<file path="src/rtl/alu_arb_pkg.sv">
// Shared types and opcode decode for the ALU arbiter: FSM states, one-hot opcode
// patterns and the 3-bit ALU operation codes they map to.
package alu_arb_pkg;

  typedef enum logic [1:0] {
    IDLE = 2'd0,
    BUSY = 2'd1,
    RESP = 2'd2
  } state_e;

  localparam logic [5:0] OPC_0 = 6'b000000;
  localparam logic [5:0] OPC_1 = 6'b100000;
  localparam logic [5:0] OPC_2 = 6'b010000;
  localparam logic [5:0] OPC_3 = 6'b001000;
  localparam logic [5:0] OPC_4 = 6'b000100;
  localparam logic [5:0] OPC_5 = 6'b000010;
  localparam logic [5:0] OPC_6 = 6'b000001;

  localparam logic [2:0] OP_0       = 3'b000;
  localparam logic [2:0] OP_1       = 3'b001;
  localparam logic [2:0] OP_2       = 3'b010;
  localparam logic [2:0] OP_3       = 3'b011;
  localparam logic [2:0] OP_4       = 3'b100;
  localparam logic [2:0] OP_5       = 3'b101;
  localparam logic [2:0] OP_6       = 3'b110;
  localparam logic [2:0] OP_ILLEGAL = 3'b111;

  function automatic logic [2:0] op_decode(input logic [5:0] opc);
    case (opc)
      OPC_0:   return OP_0;
      OPC_1:   return OP_1;
      OPC_2:   return OP_2;
      OPC_3:   return OP_3;
      OPC_4:   return OP_4;
      OPC_5:   return OP_5;
      OPC_6:   return OP_6;
      default: return OP_ILLEGAL;
    endcase
  endfunction

endpackage

</file>
<file path="src/rtl/alu_arbiter_rr_pick.sv">
// Combinational round-robin selector: grants the first set bit of req at or
// above ptr, wrapping modulo N. Returns the one-hot grant and its index.
module rr_pick #(
  parameter int N  = 4,
  parameter int IW = $clog2(N)
) (
  input  logic [N-1:0]  req,
  input  logic [IW-1:0] ptr,
  output logic [N-1:0]  grant,
  output logic [IW-1:0] idx,
  output logic          found
);

  logic [IW-1:0] cand;

  always_comb begin
    // NOTE: every output gets a default before the search so no path leaves it unassigned (no latch).
    grant = '0;
    idx   = '0;
    found = 1'b0;
    cand  = '0;
    for (int i = 0; i < N; i++) begin
      cand = IW'((int'(ptr) + i) % N);
      if (!found && req[cand]) begin
        grant[cand] = 1'b1;
        idx         = cand;
        found       = 1'b1;
      end
    end
  end

endmodule

</file>
<file path="src/rtl/alu_arbiter.sv">
// Shares one combinational ALU between NUM_REQ requesters with round-robin arbitration.
// Define ALU_ARB_ILLEGAL_OP_EN to answer illegal opcodes directly (rsp_err) instead of issuing them.
module alu_arbiter
  import alu_arb_pkg::*;
#(
  parameter int NUM_REQ = 4,
  parameter int DATA_W  = 32,
  parameter int ALU_LAT = 1
) (
  input  logic                      clk,
  input  logic                      rst_n,
  input  logic [NUM_REQ-1:0]        req_valid,
  output logic [NUM_REQ-1:0]        req_ready,
  input  logic [6*NUM_REQ-1:0]      req_opcode,
  input  logic [DATA_W*NUM_REQ-1:0] req_a,
  input  logic [DATA_W*NUM_REQ-1:0] req_b,
  output logic [2:0]                alu_operation,
  output logic [DATA_W-1:0]         alu_a,
  output logic [DATA_W-1:0]         alu_b,
  input  logic [DATA_W-1:0]         alu_result,
  output logic [NUM_REQ-1:0]        rsp_valid,
  output logic [DATA_W-1:0]         rsp_data,
  output logic                      rsp_err,
  output logic                      busy
);

  localparam int IW = $clog2(NUM_REQ);
  localparam int CW = $clog2(ALU_LAT + 1);

  state_e              state_q, state_d;
  logic [IW-1:0]       rr_ptr_q, rr_ptr_d;
  logic [IW-1:0]       id_q, id_d;
  logic [2:0]          op_q, op_d;
  logic [DATA_W-1:0]   a_q, a_d, b_q, b_d;
  logic [CW-1:0]       cnt_q, cnt_d;
  logic [NUM_REQ-1:0]  rsp_valid_q, rsp_valid_d;
  logic [DATA_W-1:0]   rsp_data_q, rsp_data_d;
  logic                rsp_err_q, rsp_err_d;

  logic [NUM_REQ-1:0]  pick_grant;
  logic [IW-1:0]       pick_idx;
  logic                pick_found;
  logic [5:0]          win_opc;
  logic [2:0]          win_op;

  rr_pick #(.N(NUM_REQ), .IW(IW)) u_pick (
    .req   (req_valid),
    .ptr   (rr_ptr_q),
    .grant (pick_grant),
    .idx   (pick_idx),
    .found (pick_found)
  );

  assign win_opc = req_opcode[int'(pick_idx)*6 +: 6];
  assign win_op  = op_decode(win_opc);

  // Ready is a pure function of the arbitration so the handshake closes in the same cycle.
  assign req_ready = (state_q == IDLE && rst_n) ? pick_grant : '0;

  always_comb begin
    state_d     = state_q;
    rr_ptr_d    = rr_ptr_q;
    id_d        = id_q;
    op_d        = op_q;
    a_d         = a_q;
    b_d         = b_q;
    cnt_d       = cnt_q;
    rsp_valid_d = '0;
    rsp_data_d  = rsp_data_q;
    rsp_err_d   = 1'b0;
    case (state_q)
      IDLE: begin
        if (pick_found) begin
          id_d     = pick_idx;
          rr_ptr_d = (pick_idx == IW'(NUM_REQ - 1)) ? '0 : pick_idx + IW'(1);
`ifdef ALU_ARB_ILLEGAL_OP_EN
          if (win_op == OP_ILLEGAL) begin
            state_d     = RESP;
            rsp_valid_d = pick_grant;
            rsp_data_d  = '0;
            rsp_err_d   = 1'b1;
          end else
`endif
          begin
            op_d    = win_op;
            a_d     = req_a[int'(pick_idx)*DATA_W +: DATA_W];
            b_d     = req_b[int'(pick_idx)*DATA_W +: DATA_W];
            cnt_d   = CW'(ALU_LAT);
            state_d = BUSY;
          end
        end
      end
      BUSY: begin
        cnt_d = cnt_q - CW'(1);
        if (cnt_q == CW'(1)) begin
          state_d           = RESP;
          rsp_data_d        = alu_result;
          rsp_valid_d[id_q] = 1'b1;
        end
      end
      RESP:    state_d = IDLE;
      default: state_d = IDLE;
    endcase
  end

  always_ff @(posedge clk or negedge rst_n) begin
    if (!rst_n) begin
      state_q     <= IDLE;
      rr_ptr_q    <= '0;
      id_q        <= '0;
      op_q        <= OP_0;
      a_q         <= '0;
      b_q         <= '0;
      cnt_q       <= '0;
      rsp_valid_q <= '0;
      rsp_data_q  <= '0;
      rsp_err_q   <= 1'b0;
    end else begin
      // NOTE: non-blocking so every flop samples the pre-edge value of its neighbours.
      state_q     <= state_d;
      rr_ptr_q    <= rr_ptr_d;
      id_q        <= id_d;
      op_q        <= op_d;
      a_q         <= a_d;
      b_q         <= b_d;
      cnt_q       <= cnt_d;
      rsp_valid_q <= rsp_valid_d;
      rsp_data_q  <= rsp_data_d;
      rsp_err_q   <= rsp_err_d;
    end
  end

  assign alu_operation = op_q;
  assign alu_a         = a_q;
  assign alu_b         = b_q;
  assign rsp_valid     = rsp_valid_q;
  assign rsp_data      = rsp_data_q;
  assign rsp_err       = rsp_err_q;
  assign busy          = (state_q != IDLE);

endmodule

</file>
<file path="config.mk">
export PLATFORM = sky130hd
export DESIGN_NAME = alu_arbiter
export DESIGN_NICKNAME = d
export VERILOG_FILES = /design/src/rtl/alu_arb_pkg.sv /design/src/rtl/alu_arbiter_rr_pick.sv /design/src/rtl/alu_arbiter.sv
export SDC_FILE = /design/constraint.sdc
export NUM_CORES = 1
export LEC_CHECK = 0
export BUFFER_PORTS_ARGS = -buffer_cell sky130_fd_sc_hd__buf_2
export CORE_AREA = 2 2 167 169
export DETAILED_ROUTE_END_ITERATION = 10
export DIE_AREA = 0 0 169 171
export GPL_ROUTABILITY_DRIVEN = 0
export REMOVE_ABC_BUFFERS = 1
export SYNTH_ARGS = -nofsm -noshare
export SYNTH_HDL_FRONTEND = slang
export SYNTH_HIERARCHICAL = 1
export SYNTH_SLANG_ARGS = --single-unit
</file>
<file path="constraint.sdc">
create_clock -name clk -period 4.1 [get_ports clk]
set_clock_uncertainty 0.1 [all_clocks]
set_input_delay 0.82 -clock clk [delete_from_list [all_inputs] [get_ports clk]]
set_output_delay 0.82 -clock clk [all_outputs]
set_load 0.1 [all_outputs]
</file>
==> results.py <==
metrics = {
    "drt": {
        "drt_pass1_iterations": 4,
        "drt_wl_total_um": 21800,
        "ant_nets": 0,
        "viasPerCell": 4.55,
        "drcViolationCount": 0,
        "wire_per_inst_um": 16.9,
        "first_iter_violations": 236,
        "via_count": 5867,
    },
    "floorplanning": {
        "die_area_mm2": 0.0289,
        "start_util": 0.229,
        "die_h_um": 171,
        "pin_count": 427,
        "core_area_mm2": 0.0273,
        "die_w_um": 169,
        "rows": 61,
    },
    "setup_path": {
        "startpoint_type": "register",
        "crit_arrival_ns": 2.94,
        "end_kind": "output pin",
        "crit_fanout": 10,
        "critPathKind": "reg -> out",
        "required_ns": 3.18,
    },
    "logic_synthesis": {
        "synth_common_cells": "nand2_1, dfrtp_1, mux4_2",
        "postSynth.asyncResetShare": 1.00,
        "yosysSeqAreaShare": 0.440,
        "synthTopCellsByArea": "dfrtp_1, mux4_2, nand2_1",
        "synth_most_common_cell": "nand2_1",
        "syn_area_mm2": 0.00625,
        "synth_edf_count": 0,
        "synth_cell_type_count": 38,
        "yosysTopAreaCell": "dfrtp_1",
        "synth_ff_type": "dfrtp_1",
        "synth_top_area_frac": 0.440,
        "ys_seq_elements": 110,
        "synth_cells": 530,
        "avgSynthCellArea_um2": 11.8,
        "synth_warnings": 6,
    },
    "timing": {
        "tightest_slew_ns": 0.821,
        "final_max_slew_viol_count": 0,
        "period_needed_ns": 3.86,
        "slew_headroom": 0.452,
        "holdWs_ns": 0.280,
        "finalSetupViolCount": 0,
        "hold_viol": 0,
        "fmax_ghz": 0.259,
        "min_period_over_period": 0.942,
        "rsz0062_at_grt": "false",
    },
    "clocking": {
        "cts.sinks": 110,
        "cts_root_buf": "clkbuf_16",
        "clkTransAtPathRegs_ns": 0.08,
        "cts_tree": "yes",
        "h-tree-depth": 3,
        "cts_setup_buffers": 0,
        "clk_latency_ns": 0.35,
        "clockBufferDepth": 2,
        "cts_buffers": 9,
    },
    "global_routing": {
        "grt_pass1_wl_um": 32700,
        "grt_use_total": 0.149,
        "antenna_found_initial": 1,
        "grt_max_degree": 58,
        "grt_pass1_vias": 5912,
        "overflow": 0,
    },
    "finish": {
        "fin_area_mm2": 0.00908,
        "nNetsFinal": 1263,
        "area_delta_synth_final_pct": 45.3,
        "drive_above_1_share": 0.602,
        "fin_util": 0.332,
        "n_antenna_cell": 0,
    },
    "place": {
        "dp_hpwl_um": 17500,
        "dpl_cell_area_mm2": 0.00877,
        "port_buffers": 425,
    },
    "flow_run": {
        "cap_violations": 0,
    },
    "hold_path": {
        "hold_path_class": "in -> async",
    },
    "outcome": {
        "run_status": "finished clean",
    },
}
==> cells in the final DEF (no fill, tap or decap), types with 2 or more instances in the layout <==
| master | count |
|---|---|
| mux2_2 | 34 |
| and3_1 | 5 |
| clkbuf_16 | 9 |
| ha_1 | 6 |
| o21ai_0 | 7 |
| mux4_2 | 72 |
| nor2_1 | 6 |
| inv_1 | 6 |
| mux4_1 | 2 |
| nor3b_1 | 2 |
| buf_4 | 12 |
| nor4_1 | 2 |
| dfrtp_1 | 109 |
| mux2i_1 | 2 |
| nor3_1 | 2 |
| buf_12 | 2 |
| inv_6 | 2 |
| a21oi_1 | 2 |
| buf_2 | 420 |
| clkbuf_4 | 3 |
| nand2_1 | 205 |
| a31oi_1 | 2 |
| a22oi_1 | 8 |
==> state kept, by name, indices dropped and copies added (netlist names) <==
register,cells
rsp_valid,4
rr_ptr_q,2
state_q,2
id_q,2
rsp_data,32
cnt_q,1
alu_b,32
alu_a,32
alu_operation,3
==> through the flow <==
step / setup slack (ns) / setup TNS, ns / cells
final: 0.240 / 0 / 1290
after CTS: 0.0239 / 0 / 1290
after global routing: 0.0389 / 0 / 1290
after global placement: 0.184 / 0 / 1274
after floorplan: -8.47 / -560.01 / 491
after detailed placement: 0.156 / 0 / 1274
==> path summary, 6_finish.rpt <==
path / start / endpoint / slack [ns] / cells past startpoint
worst max-delay path: rr_ptr_q[1] / req_ready[2] / 0.24 / 8
worst min-delay path: rst_n / rsp_data[3] / 0.28 / 1
worst max register to register: rr_ptr_q[1] / alu_operation[2] / 0.48 / 8
worst min register to register: alu_b[22] / alu_b[22] / 0.37 / 2
max in group asynchronous: rst_n / alu_b[19] / 2.53 / 2
min in group clk: alu_b[22] / alu_b[22] / 0.37 / 2
==> routing by layer <==
| layer | share of wire | up-vias | global-route usage |
|---|---|---|---|
| li1 | - | 2714 | - |
| met1 | 0.39 | 2842 | 0.171 |
| met2 | 0.51 | 285 | 0.271 |
| met3 | 0.077 | 24 | 0.0368 |
| met4 | 0.019 | 2 | 0.0479 |
| met5 | 0.00060 | - | 0 |
==> final cells by class <==
| class | instances | area, um^2 |
|---|---|---|
| repair buffers | 437 | 2250 |
| flip-flops and latches | 110 | 2750 |
| fillers | 2797 | 18200 |
| clock buffers | 9 | 225 |
| multi-input cells | 374 | 3310 |
| well taps | 346 | 433 |
| inverters | 7 | 26.3 |
| clock inverters | 7 | 80.1 |
==> worst max-delay path: stages (launching register included) <==
cell	delay (ns)
dfrtp_2	0.46
inv_1	0.11
ha_1	0.37
mux4_2	0.44
nor4b_4	0.40
a22oi_1	0.12
o21ai_0	0.13
and3_1	0.20
clkbuf_4	0.34
==> repair_timing <==
action / in CTS / in global routing
hold buffers: 0 / 0
gates resized for setup: 1 / 4
setup endpoints to repair: 1 / 4
==> cells by family after synthesis <==
kind of cell	count (synthesis)	share of synthesized area
DFF	110	0.440
AOI/OAI and AO/OA	27	0.0294
buffers and inverters	46	0.0350
and+or+nand+nor	229	0.149
adders and majority gates	7	0.0136
muxes	110	0.332
other	1	0.000600
Power is not shown: default switching activity piles up to over one toggle a cycle in this logic, so the estimate is an artifact.
